## src/rtl/pwm_capture.sv

```systemverilog
`default_nettype none
// ============================================================================
// Module      : pwm_capture
// Description : Samples an asynchronous PWM input, measures high time and
//               period of each cycle and recovers the 4-bit level that
//               produced it. Also flags out-of-tolerance periods and inputs
//               stuck high or low.
//               Optional build macro PWM_CAPTURE_FILTER_EN adds a 3-sample
//               glitch filter after the synchronizer.
// Revision    : 1.0 - initial release
// ============================================================================
module pwm_capture #(
    parameter int PERIOD_CYCLES  = 256,
    parameter int PERIOD_TOL     = 4,
    parameter int TIMEOUT_CYCLES = 512,
    parameter int CNT_W          = 10
) (
    input  logic       clk,
    input  logic       i_rst,
    input  logic       i_pwm,
    output logic [3:0] o_lvl,
    output logic       o_valid,
    output logic       o_per_err,
    output logic       o_stuck
);

    localparam logic [CNT_W-1:0] c_cnt_max    = {CNT_W{1'b1}};
    localparam logic [CNT_W-1:0] c_per_min    = CNT_W'(PERIOD_CYCLES - PERIOD_TOL);
    localparam logic [CNT_W-1:0] c_per_max    = CNT_W'(PERIOD_CYCLES + PERIOD_TOL);
    localparam logic [CNT_W-1:0] c_timeout_m1 = CNT_W'(TIMEOUT_CYCLES - 1);

    typedef enum logic [1:0] {
        WAIT_RISE = 2'd0,
        MEAS_HIGH = 2'd1,
        MEAS_LOW  = 2'd2
    } state_t;

    // Counters stop at all-ones instead of wrapping.
    function automatic logic [CNT_W-1:0] sat_inc(input logic [CNT_W-1:0] v);
        return (v == c_cnt_max) ? v : v + CNT_W'(1);
    endfunction

    logic             r_sync1;
    logic             r_sync2;
    logic             r_prev;
    logic             w_sig;
    logic             w_rise;
    logic             w_fall;
    logic             w_edge;

    state_t           r_state;
    state_t           w_state_nxt;
    logic [CNT_W-1:0] r_high_cnt;
    logic [CNT_W-1:0] r_per_cnt;
    logic [CNT_W-1:0] r_idle_cnt;
    logic [CNT_W-1:0] w_high_nxt;
    logic [CNT_W-1:0] w_per_nxt;
    logic [CNT_W-1:0] w_idle_nxt;
    logic [3:0]       w_lvl_nxt;
    logic             w_valid_nxt;
    logic             w_per_err_nxt;
    logic             w_stuck_nxt;

    logic [CNT_W-1:0] w_rnd;
    logic [CNT_W-1:0] w_q;
    logic [CNT_W-1:0] w_qm1;
    logic [3:0]       w_lvl_dec;
    logic             w_per_bad;

    // Two-flop synchronizer for the asynchronous PWM pin.
    always_ff @(posedge clk) begin
        if (i_rst) begin
            r_sync1 <= 1'b0;
            r_sync2 <= 1'b0;
        end else begin
            r_sync1 <= i_pwm;
            r_sync2 <= r_sync1;
        end
    end

`ifdef PWM_CAPTURE_FILTER_EN
    logic r_hist0;
    logic r_hist1;
    logic r_filt;
    logic w_agree;

    // The filtered level only follows the input once three consecutive
    // synchronized samples agree, so 1-2 cycle pulses never reach the edge
    // detector. Both edges are delayed equally, leaving H and P intact.
    assign w_agree = (r_sync2 == r_hist0) && (r_sync2 == r_hist1);
    assign w_sig   = w_agree ? r_sync2 : r_filt;

    // Sample history and held filter output.
    always_ff @(posedge clk) begin
        if (i_rst) begin
            r_hist0 <= 1'b0;
            r_hist1 <= 1'b0;
            r_filt  <= 1'b0;
        end else begin
            r_hist0 <= r_sync2;
            r_hist1 <= r_hist0;
            r_filt  <= w_sig;
        end
    end
`else
    assign w_sig = r_sync2;
`endif

    // Registered copy of the conditioned input for edge detection.
    always_ff @(posedge clk) begin
        if (i_rst) begin
            r_prev <= 1'b0;
        end else begin
            r_prev <= w_sig;
        end
    end

    assign w_rise = w_sig & ~r_prev;
    assign w_fall = ~w_sig & r_prev;
    assign w_edge = w_rise | w_fall;

    // Level decode: round H to the nearest multiple of 16, then remove the
    // +1 offset the generator adds to every non-zero level.
    assign w_rnd     = r_high_cnt + CNT_W'(8);
    assign w_q       = w_rnd >> 4;
    assign w_qm1     = w_q - CNT_W'(1);
    assign w_lvl_dec = (w_q == '0)            ? 4'd0  :
                       (w_qm1 > CNT_W'(15))   ? 4'd15 : w_qm1[3:0];
    assign w_per_bad = (r_per_cnt < c_per_min) || (r_per_cnt > c_per_max);

    // Next-state, counter and output logic.
    always_comb begin
        w_state_nxt   = r_state;
        w_high_nxt    = r_high_cnt;
        w_per_nxt     = r_per_cnt;
        w_idle_nxt    = w_edge ? '0 : sat_inc(r_idle_cnt);
        w_lvl_nxt     = o_lvl;
        w_valid_nxt   = 1'b0;
        w_per_err_nxt = o_per_err;
        w_stuck_nxt   = w_edge ? 1'b0 : o_stuck;

        case (r_state)
            WAIT_RISE: begin
                // First rise only arms measurement; nothing is reported.
                if (w_rise) begin
                    w_state_nxt = MEAS_HIGH;
                    w_high_nxt  = CNT_W'(1);
                    w_per_nxt   = CNT_W'(1);
                end
            end
            MEAS_HIGH: begin
                w_per_nxt = sat_inc(r_per_cnt);
                if (w_fall) begin
                    w_state_nxt = MEAS_LOW;
                end else begin
                    w_high_nxt = sat_inc(r_high_cnt);
                end
            end
            MEAS_LOW: begin
                if (w_rise) begin
                    w_lvl_nxt     = w_lvl_dec;
                    w_per_err_nxt = w_per_bad;
                    w_valid_nxt   = 1'b1;
                    w_high_nxt    = CNT_W'(1);
                    w_per_nxt     = CNT_W'(1);
                    w_state_nxt   = MEAS_HIGH;
                end else begin
                    w_per_nxt = sat_inc(r_per_cnt);
                end
            end
            default: begin
                w_state_nxt = WAIT_RISE;
            end
        endcase

        // Timeout fires once: the idle counter moves past the threshold and
        // saturates. An edge in the same cycle takes priority.
        if (!w_edge && (r_idle_cnt == c_timeout_m1)) begin
            w_stuck_nxt   = 1'b1;
            w_lvl_nxt     = w_sig ? 4'd15 : 4'd0;
            w_valid_nxt   = 1'b1;
            w_per_err_nxt = 1'b0;
            w_state_nxt   = WAIT_RISE;
        end
    end

    // State, counter and output registers.
    always_ff @(posedge clk) begin
        if (i_rst) begin
            r_state    <= WAIT_RISE;
            r_high_cnt <= '0;
            r_per_cnt  <= '0;
            r_idle_cnt <= '0;
            o_lvl      <= 4'd0;
            o_valid    <= 1'b0;
            o_per_err  <= 1'b0;
            o_stuck    <= 1'b0;
        end else begin
            r_state    <= w_state_nxt;
            r_high_cnt <= w_high_nxt;
            r_per_cnt  <= w_per_nxt;
            r_idle_cnt <= w_idle_nxt;
            o_lvl      <= w_lvl_nxt;
            o_valid    <= w_valid_nxt;
            o_per_err  <= w_per_err_nxt;
            o_stuck    <= w_stuck_nxt;
        end
    end

endmodule
`default_nettype wire

```

## config.mk

```make
export PLATFORM = sky130hd
export DESIGN_NAME = pwm_capture
export DESIGN_NICKNAME = d
export VERILOG_FILES = /design/src/rtl/pwm_capture.sv
export SDC_FILE = /design/constraint.sdc
export NUM_CORES = 1
export LEC_CHECK = 0
export BUFFER_PORTS_ARGS = -buffer_cell sky130_fd_sc_hd__buf_2
export CAP_MARGIN = 20
export CORE_ASPECT_RATIO = 2
export CORE_MARGIN = 5
export CORE_UTILIZATION = 41
export DETAILED_ROUTE_END_ITERATION = 16
export GPL_ROUTABILITY_DRIVEN = 0
export HOLD_SLACK_MARGIN = 0.15
export SLEW_MARGIN = 20
export SYNTH_ARGS = -nofsm -noshare
export SYNTH_HDL_FRONTEND = slang
export SYNTH_SLANG_ARGS = --single-unit
```

## constraint.sdc

```tcl
create_clock -name clk -period 4.4 [get_ports clk]
set_clock_uncertainty 0.2 [all_clocks]
set_input_delay 0.22 -clock clk [delete_from_list [all_inputs] [get_ports clk]]
set_output_delay 0.22 -clock clk [all_outputs]
set_load 0.1 [all_outputs]
```

==> flow_metrics.tcl <==
set metrics [dict create \
    area_growth_pct 9.95 \
    layout_common_cells "42 x nor2_1, 42 x dfxtp_1, 19 x nand2_1" \
    die_w_um 65.8 \
    r2r_cells 9 \
    fin_crit_sh_pct 62.3 \
    grt_setup_unrepaired "no" \
    die-area_mm2 0.00800 \
    wl_per_cell_um 14.6 \
    num_rows 40 \
    worst_slack_ps 1660 \
    p_seq_share_pct 48.7 \
    nets 330 \
    grt_pass1_vias 2205 \
    slowest_delay_ps 540 \
    fin_area_mm2 0.00281 \
    ios 10 \
    vias 2236 \
    hpwlAfterDp_um 4350 \
    cts_sinks 42 \
    maxCapViolCount 0 \
    irDropWorstVdd_mv 0.233 \
    yosys.area_share.adder_pct 5.88 \
    powerDensity_mw_per_mm2 287 \
    fmax_mhz 365 \
    pre_cts_slack_ps 1670 \
    synth_flop_cell "dfxtp_1" \
    synth.cell_area_mm2 0.00255 \
    synth-edff-count 0 \
    clk_latency_ps 290 \
    synth-simple-area-share_pct 26.6 \
    drv_slew 0 \
    numCtsBuffers 5 \
    whs_path_depth 1 \
    drc 0 \
    setup-tns-final_ps 0 \
    synth_xor_area_share_pct 6.86 \
    worstPathCellList "ha_1 -> xnor2_1 -> ha_1 -> nor3b_1 -> a21oi_1 -> o221ai_1 -> a32oi_1 -> nand3_1 -> o21ai_0" \
    grt_pass1_wl_um 10100 \
    placed_cell_area_mm2 0.00263 \
    clkPwrFrac_pct 45.6 \
    ant_nets 0 \
    synth_mux_area_share_pct 2.35 \
    worstSetupEndpoint "o_lvl[0]" \
    worstSetupStartpoint "r_high_cnt[3]" \
    worstHoldPathType "register to register" \
    end_kind "register" \
    ctsRootBufferMaster "clkbuf_16" \
    startpoint_type "register" \
    path_common_cell "ha_1" \
    finalWirelength_um 5840 \
    n_fill_cell 628 \
    maxSlewHeadroom_pct 60.6 \
    critPathMaxFanout 13 \
    grt_overflow 0 \
    track_usage_pct 15.9 \
    htree_num_levels 2 \
    die_h_um 122 \
    rrSetupSlack_ps 1660 \
    drive_gt1_share_pct 8.54 \
    clkTransAtPathRegs_ps 60 \
    reg2reg_from "r_high_cnt[3]" \
    swShare_pct 21.9 \
    cts_buffer_depth 2 \
    p_int_uw 628 \
    drtPass1Iterations 4 \
    crit_slowest_cell "dfxtp_1" \
    synth_area_per_cell_um2 8.23 \
    utilization_pct 46.3 \
    synth_top_family_by_area "simple AND/OR/NAND/NOR gates" \
    finalHoldViolations 0 \
    drt_iter0_markers 93 \
    synthDistinctLibCells 57 \
    p_comb_share_pct 5.7 \
    synth_cells 310 \
    via_per_inst 5.59 \
    netSwitchingPower_uw 176 \
    rr_endpoint "o_lvl[0]" \
    syn_nets 325 \
    synth_warnings 0 \
    synth_seq_cells 42 \
    start_util_pct 42.1 \
    async_flop_share_pct 0 \
    cts_tree "yes" \
    worst_ep_required_time_ps 4410 \
    finalCriticalPeriod_ps 2740 \
    ctsResizeCount 0 \
    outcome "finished, final reports clean" \
    leakage_nw 1.06 \
    ys_seq_area_share_pct 32.9 \
    grt_max_degree 22 \
    diodes 0 \
    critPathKind "register to register" \
    setup_violations 0 \
    antenna_found_initial 0 \
    core_mm2 0.00606 \
    portBuffers 9 \
    worstMarginPinSlew_ps 590 \
    synth_compound_area_share_pct 20.0 \
    crit_arrival_ps 2750 \
]
[synthesized netlist by cell type, drive strengths merged (2+ instances only)]
library cell | number | area share [%]
dfxtp | 42 | 33
nor2 | 42 | 6.2
nand2 | 19 | 2.8
a21oi | 17 | 3.3
inv | 17 | 2.5
xor2 | 13 | 4.5
ha | 12 | 5.9
nand3 | 12 | 2.8
nand4 | 12 | 2.9
o21ai | 12 | 2.4
a31oi | 8 | 2.0
buf | 8 | 2.0
nor3 | 8 | 1.6
xnor2 | 7 | 2.4
clkbuf | 6 | 0.88
mux2i | 6 | 2.4
nor2b | 6 | 1.5
a21o | 5 | 1.5
nor4 | 5 | 1.7
a211oi | 4 | 1.2
and3 | 4 | 0.98
and4 | 4 | 1.4
a221oi | 3 | 1.7
nand2b | 3 | 0.74
a22oi | 2 | 0.59
a31o | 2 | 0.69
and2 | 2 | 0.49
nand3b | 2 | 0.59
o221ai | 2 | 0.69
or2 | 2 | 0.49
or3 | 2 | 0.49
or4 | 2 | 0.59
[power groups by stage]
stage | clock [mW] | sequential [mW] | combinational [mW]
floorplan | 0 | 0.399 | 0.0344
global placement | 0 | 0.401 | 0.0437
detailed placement | 0 | 0.401 | 0.0438
CTS | 0.381 | 0.392 | 0.0462
global route | 0.396 | 0.393 | 0.0525
finish | 0.367 | 0.392 | 0.0455
[worst min-delay path by stage]
stage	startpoint	endpoint	slack, ps
floorplan	i_pwm	r_sync1	150
global placement	r_sync1	r_sync2	220
detailed placement	r_sync1	r_sync2	230
CTS	r_sync1	r_sync2	250
global route	r_sync1	r_sync2	270
finish	r_sync1	r_sync2	240
[state kept, by name, summed over array words and instances (netlist names)]
register,flops
o_per_err,1
r_sync1,1
r_idle_cnt,10
r_per_cnt,10
r_sync2,1
o_valid,1
o_stuck,1
o_lvl,4
r_high_cnt,10
r_prev,1
r_state,2
[per-stage QoR]
stage | power, mW | cells | hold WS, ps
after floorplan | 0.434 | 310 | 148
after global placement | 0.444 | 389 | 217
after detailed placement | 0.444 | 389 | 232
after CTS | 0.819 | 400 | 246
after global routing | 0.842 | 400 | 266
final | 0.805 | 400 | 236
[worst max-delay path: cells and delay by family, from the launching register on]
kind,cells,cell delay [ps]
adder cells (fa/ha/maj),2,790
AO/OA/AOI/OAI,4,680
flip-flops,1,540
AND/OR/NAND/NOR,2,320
XOR/XNOR,1,120
[kinds of logic after synthesis]
group           count (synthesis)
simple gates                  129
buf+inv                        31
fa+ha+maj                      12
xor+xnor                       20
flops                          42
compound gates                 70
mux                             6
[repair_timing]
action                                 CTS  global route
endpoints found under the hold margin    3             0
setup endpoints to repair                0             0
hold buffers                             3             0
buffers inserted                         0             0
[cell type report]
| cell class | count | area, um^2 | share of cell area, % |
|---|---|---|---|
| multi-input combinational | 237 | 1570 | 56.1 |
| sequential | 42 | 841 | 30.0 |
| clock buffer | 7 | 143 | 5.08 |
| tap | 84 | 105 | 3.74 |
| timing repair buffer | 12 | 75.1 | 2.67 |
| inverter | 17 | 63.8 | 2.27 |
| clock inverter | 1 | 5.00 | 0.178 |
[per-layer routing]
metal	GRT usage, %	vias to the layer above	wire (um)
met4	9.09	0	227
met3	2.40	16	137
met5	0	-	0
met1	16.1	1059	2190
met2	29.7	34	3290
li1	-	1127	-
(Power assumes the default switching activity.)
